File: src/rtl/picoblaze_interrupt_controller.sv
// Multi-source interrupt controller for the PacoBlaze3 interrupt/interrupt_ack pair.
// Sources are synchronised, edge-latched as pending, masked and served round-robin one at a time.
module picoblaze_interrupt_controller #(
  parameter int         NUM_SOURCES = 4,
  parameter logic [7:0] BASE_ADDR   = 8'h10
) (
  input  logic                   clk,
  input  logic                   reset_n,
  input  logic [NUM_SOURCES-1:0] irq_src,
  output logic                   interrupt,
  input  logic                   interrupt_ack,
  input  logic [7:0]             port_id,
  input  logic                   write_strobe,
  input  logic [7:0]             out_port,
  output logic [7:0]             read_data
);

  typedef enum logic [1:0] {
    ST_IDLE       = 2'd0,
    ST_ASSERT     = 2'd1,
    ST_IN_SERVICE = 2'd2
  } state_e;

  function automatic logic [7:0] zext8(input logic [NUM_SOURCES-1:0] v);
    logic [7:0] r;
    r = 8'h00;
    r[NUM_SOURCES-1:0] = v;
    return r;
  endfunction

  logic [NUM_SOURCES-1:0] sync1_q, sync2_q, prev_q, edge_s;
  logic [NUM_SOURCES-1:0] mask_q, mask_d, pend_q, pend_d, ovr_q, ovr_d;
  logic [NUM_SOURCES-1:0] req_s, sel_oh_s;
  logic [2:0]             sel_q, sel_d, rr_q, rr_d, vector_q, vector_d, win_s;
  logic                   found_s, sel_req_s;
  state_e                 state_q, state_d;
  logic                   irq_q, irq_d;
  logic [7:0]             rdata_q, rdata_d;
  logic                   in_range_s, wr_mask_s, wr_pend_s, wr_eoi_s;

  assign in_range_s = (port_id[7:2] == BASE_ADDR[7:2]);
  assign wr_mask_s  = write_strobe && in_range_s && (port_id[1:0] == 2'd0);
  assign wr_pend_s  = write_strobe && in_range_s && (port_id[1:0] == 2'd1);
  assign wr_eoi_s   = write_strobe && in_range_s && (port_id[1:0] == 2'd3);
  assign edge_s     = sync2_q & ~prev_q;
  assign req_s      = pend_q & mask_q;
  assign interrupt  = irq_q;
  assign read_data  = rdata_q;

  // Two-flop synchroniser plus a history flop for rising-edge detection
  always_ff @(posedge clk or negedge reset_n) begin
    if (!reset_n) begin
      sync1_q <= '0;
      sync2_q <= '0;
      prev_q  <= '0;
    end else begin
      sync1_q <= irq_src;
      sync2_q <= sync1_q;
      prev_q  <= sync2_q;
    end
  end

  // Round-robin search starting just above the last serviced source
  always_comb begin
    win_s    = 3'd0;
    found_s  = 1'b0;
    sel_oh_s = '0;
    for (int k = 1; k <= NUM_SOURCES; k++) begin
      for (int i = 0; i < NUM_SOURCES; i++) begin
        if (!found_s && req_s[i] && (i == ((int'(rr_q) + k) % NUM_SOURCES))) begin
          found_s = 1'b1;
          win_s   = 3'(i);
        end else begin
          found_s = found_s;
        end
      end
    end
    for (int i = 0; i < NUM_SOURCES; i++) begin
      sel_oh_s[i] = (sel_q == 3'(i));
    end
    sel_req_s = |(req_s & sel_oh_s);
  end

  // FSM next state: ack beats a simultaneous loss of the selected request
  always_comb begin
    state_d = state_q;
    case (state_q)
      ST_IDLE:       if (found_s) state_d = ST_ASSERT; else state_d = ST_IDLE;
      ST_ASSERT: begin
        if (interrupt_ack)   state_d = ST_IN_SERVICE;
        else if (!sel_req_s) state_d = ST_IDLE;
        else                 state_d = ST_ASSERT;
      end
      ST_IN_SERVICE: if (wr_eoi_s) state_d = ST_IDLE; else state_d = ST_IN_SERVICE;
      default:       state_d = ST_IDLE;
    endcase
  end

  // FSM outputs and register-file updates; new edges win over clears
  always_comb begin
    irq_d    = (state_d == ST_ASSERT);
    mask_d   = wr_mask_s ? out_port[NUM_SOURCES-1:0] : mask_q;
    pend_d   = wr_pend_s ? (pend_q & ~out_port[NUM_SOURCES-1:0]) : pend_q;
    ovr_d    = wr_eoi_s ? '0 : ovr_q;
    sel_d    = ((state_q == ST_IDLE) && found_s) ? win_s : sel_q;
    rr_d     = rr_q;
    vector_d = vector_q;
    if ((state_q == ST_ASSERT) && interrupt_ack) begin
      pend_d   = pend_d & ~sel_oh_s;
      rr_d     = sel_q;
      vector_d = sel_q;
    end else begin
      rr_d     = rr_q;
    end
    ovr_d  = ovr_d | (edge_s & pend_q);
    pend_d = pend_d | edge_s;
  end

  // Pipelined read mux
  always_comb begin
    rdata_d = 8'h00;
    if (in_range_s) begin
      case (port_id[1:0])
        2'd0:    rdata_d = zext8(mask_q);
        2'd1:    rdata_d = zext8(pend_q);
        2'd2:    rdata_d = {(state_q == ST_IN_SERVICE), 4'b0000, vector_q};
        2'd3:    rdata_d = zext8(ovr_q);
        default: rdata_d = 8'h00;
      endcase
    end else begin
      rdata_d = 8'h00;
    end
  end

  // State and register storage
  always_ff @(posedge clk or negedge reset_n) begin
    if (!reset_n) begin
      state_q  <= ST_IDLE;
      irq_q    <= 1'b0;
      mask_q   <= '0;
      pend_q   <= '0;
      ovr_q    <= '0;
      sel_q    <= 3'd0;
      rr_q     <= 3'(NUM_SOURCES - 1);
      vector_q <= 3'd0;
      rdata_q  <= 8'h00;
    end else begin
      state_q  <= state_d;
      irq_q    <= irq_d;
      mask_q   <= mask_d;
      pend_q   <= pend_d;
      ovr_q    <= ovr_d;
      sel_q    <= sel_d;
      rr_q     <= rr_d;
      vector_q <= vector_d;
      rdata_q  <= rdata_d;
    end
  end

endmodule

File: config.mk
export PLATFORM = sky130hd
export DESIGN_NAME = picoblaze_interrupt_controller
export DESIGN_NICKNAME = d
export VERILOG_FILES = /design/src/rtl/picoblaze_interrupt_controller.sv
export SDC_FILE = /design/constraint.sdc
export NUM_CORES = 1
export LEC_CHECK = 0
export BUFFER_PORTS_ARGS = -buffer_cell sky130_fd_sc_hd__buf_2
export CAP_MARGIN = 20
export CORE_UTILIZATION = 48
export CTS_CLUSTER_DIAMETER = 80
export DETAILED_ROUTE_END_ITERATION = 12
export PLACE_DENSITY = 0.78
export SETUP_SLACK_MARGIN = 0.2
export SLEW_MARGIN = 40
export SYNTH_ARGS = -nofsm -noshare
export SYNTH_HDL_FRONTEND = slang
export SYNTH_SLANG_ARGS = --single-unit
export TNS_END_PERCENT = 50
File: constraint.sdc
create_clock -name clk -period 1.2 [get_ports clk]
set_input_delay 0.12 -clock clk [delete_from_list [all_inputs] [get_ports clk]]
set_output_delay 0.12 -clock clk [all_outputs]
set_load 0.01 [all_outputs]
==> impl_metrics.tcl <==
set metrics [dict create \
    status "complete, but fails checks" \
    violations "negative setup slack" \
    cts.htree.levels 2 \
    fin_ws_ps -158 \
    syn_area_um2 1660 \
    grt_pass1_wl_um 6890 \
    crit_buf_inv 0 \
    async_flop_share 1.00 \
    ys.warnings.count 0 \
    synth.most_common_cell "dfrtp_1" \
    ctsRootBufferMaster "clkbuf_4" \
    gp_congestion 0.849 \
    finalSetupViolations 5 \
    setup_tns_ps -723 \
    rsz0062_at_grt "true" \
    slowest_delay_ps 560 \
    maxSlewViolCount 0 \
    crit_chain "and4b_1 > a221o_1 > a32o_1" \
    p_leak_nw 1.10 \
    antenna_found_initial 0 \
    ios 33 \
    synth_cell_types 39 \
    drtPass1Iterations 4 \
    gr-total-overflow 0 \
    synthAdderAreaFrac 0 \
    avgRoutedWirePerCell_um 18.1 \
    synthSimpleGateAreaFrac 0.183 \
    antenna_cells 0 \
    p_total_mw 3.74 \
    crit_family "flip-flops" \
    syn-instance-count 133 \
    antenna_left 0 \
    clk_latency_ps 360 \
    dpl.hpwl_um 2950 \
    drive_above_1_share 0.440 \
    synthMuxAreaShare 0.0800 \
    routed_wl_um 4430 \
    areaGrowthSynthToFinish_pct 42.8 \
    vias 1408 \
    num_rows 20 \
    die_area_um2 3690 \
    core_area_um2 3150 \
    drt_iter0_drc 50 \
    cp-end-kind "flip-flop" \
    fin_nets 223 \
    synth_edf_count 0 \
    viasPerCell 5.77 \
    cap_violations 0 \
    synth_top_flop_cell "dfrtp_1" \
    grt_use_total 0.271 \
    numPortBuffers 25 \
    layout_min_cycle_time_ps 1360 \
    synth_top_area_frac 0.543 \
    powerDensity_nw_per_um2 1580 \
    ys_ff_latch 38 \
    final_core_util 0.751 \
    die_w_um 60.8 \
    yosys-top-cells-area "dfrtp_1 (54%), mux4_2 (4.1%), dfstp_2 (3.2%)" \
    hold_class "in -> reg" \
    dieHeight_um 60.8 \
    seq_area_frac_synth 0.575 \
    whs_ps 16.7 \
    drcViolationCount 0 \
    critPathMaxFanout 3 \
    clk_pin_slew_worst_paths_ps 120 \
    yosys.area.top_type "dfrtp_1" \
    crit_required_ps 1450 \
    fmax_mhz 736 \
    finClkSkew_ps 11.7 \
    synth_common_cells "dfrtp_1 (36), nand2_1 (13), inv_1 (7)" \
    dp_slack_ps -162 \
    final-hold-violation-count 0 \
    grt_max_degree 25 \
    cts_buffers 5 \
    worstSetupPathDepth 3 \
    cts.sinks 38 \
    reg2reg_depth 3 \
    path_class "reg -> reg" \
    synth_compound_gate_area_share 0.125 \
    cp_data_arrival_time_ps 1600 \
    start_util 0.526 \
    period_share 1.13 \
    cts_tree "yes" \
    crit_slowest_cell "dfstp_2" \
    grt_pass1_vias 1412 \
    synth_xor_area_frac 0 \
    syn_area_per_cell_um2 12.5 \
    cts_max_path_buffers 2 \
    start_kind "flip-flop" \
    synth_top_family_by_area "simple AND/OR/NAND/NOR gates" \
    hold_path_depth 2 \
    vdd_drop_max_mv 0.901 \
]
-- cells in the final DEF, fill, tap and decap left out, types with 4 or more instances in the layout --
master         count
buf_6             11
dlygate4sd3_1      8
nor2_1             4
buf_2             20
dfrtp_1           35
a32o_1             4
inv_1              7
nand2_1            8
o2bb2ai_1          4
nor3_1             5
buf_4             22
nand4b_1           6
nand2_2            5
clkbuf_4           5
-- layer usage --
layer,share of wire,track usage,routed length (µm),vias up
met5,0,0,0,-
met4,0.022,0.114,96,0
met3,0.063,0.0725,280,11
met2,0.52,0.460,2310,70
met1,0.39,0.326,1740,706
li1,-,-,-,621
-- sequential cells by signal, indices dropped and copies added (netlist names), 2 cells and up --
register	flops
mask_q	4
prev_q	4
rr_q	2
vector_q	2
state_q	2
sel_q	2
sync1_q	4
sync2_q	4
read_data	5
pend_q	4
ovr_q	4
-- cells by family after synthesis --
kind of cell / count (synthesis)
AND/OR/NAND/NOR: 49
other: 1
AO/OA/AOI/OAI: 24
buffers and inverters: 12
flip-flops: 38
multiplexers: 9
-- layout make-up --
class	instances	area (µm²)
timing repair buffer	62	489
sequential	38	955
multi-input combinational	85	736
tap	44	55.1
inverter	7	26.3
fill	194	786
clock inverter	3	68.8
clock buffer	5	37.5
-- worst reg2reg max path, cell delays in order (launching register included) --
cell and delay (ps):
dfstp_2 560, and4b_1 190, a221o_1 270, a32o_1 240
-- metrics by stage --
stage          instance area (µm²)  cells
6_report                      2370    244
3_3_place_gp                  2010    219
5_1_grt                       2370    244
3_5_place_dp                  2010    219
4_1_cts                       2300    244
2_1_floorplan                 1700    135
-- what timing repair did --
item | 4_1_cts | 5_1_grt
hold buffers | 8 | 0
gates resized for setup | 14 | 14
gates cloned | 0 | 0
setup endpoints to repair | 19 | 27
buffers inserted | 9 | 0
pin swaps | 12 | 8
hold endpoints to repair | 45 | 0
-- final timing paths --
kind / to / startpoint / slack (ps)
max: sel_q[1] / rr_q[0] / -160
min: interrupt / interrupt_ack / 20
max reg2reg: sel_q[1] / rr_q[0] / -160
min reg2reg: sync2_q[3] / sync1_q[3] / 370
max in group asynchronous: prev_q[1] / reset_n / 510
min in group asynchronous: read_data[2] / reset_n / 220
-- where the power goes --
| part | internal (mW) | switching, mW | leakage, nW |
|---|---|---|---|
| logic | 0.553 | 0.448 | 0.595 |
| registers | 1.47 | 0.166 | 0.445 |
| clock network | 0.651 | 0.451 | 0.0554 |
| total | 2.67 | 1.06 | 1.10 |
Note: power is estimated with default switching activity, not from simulation.
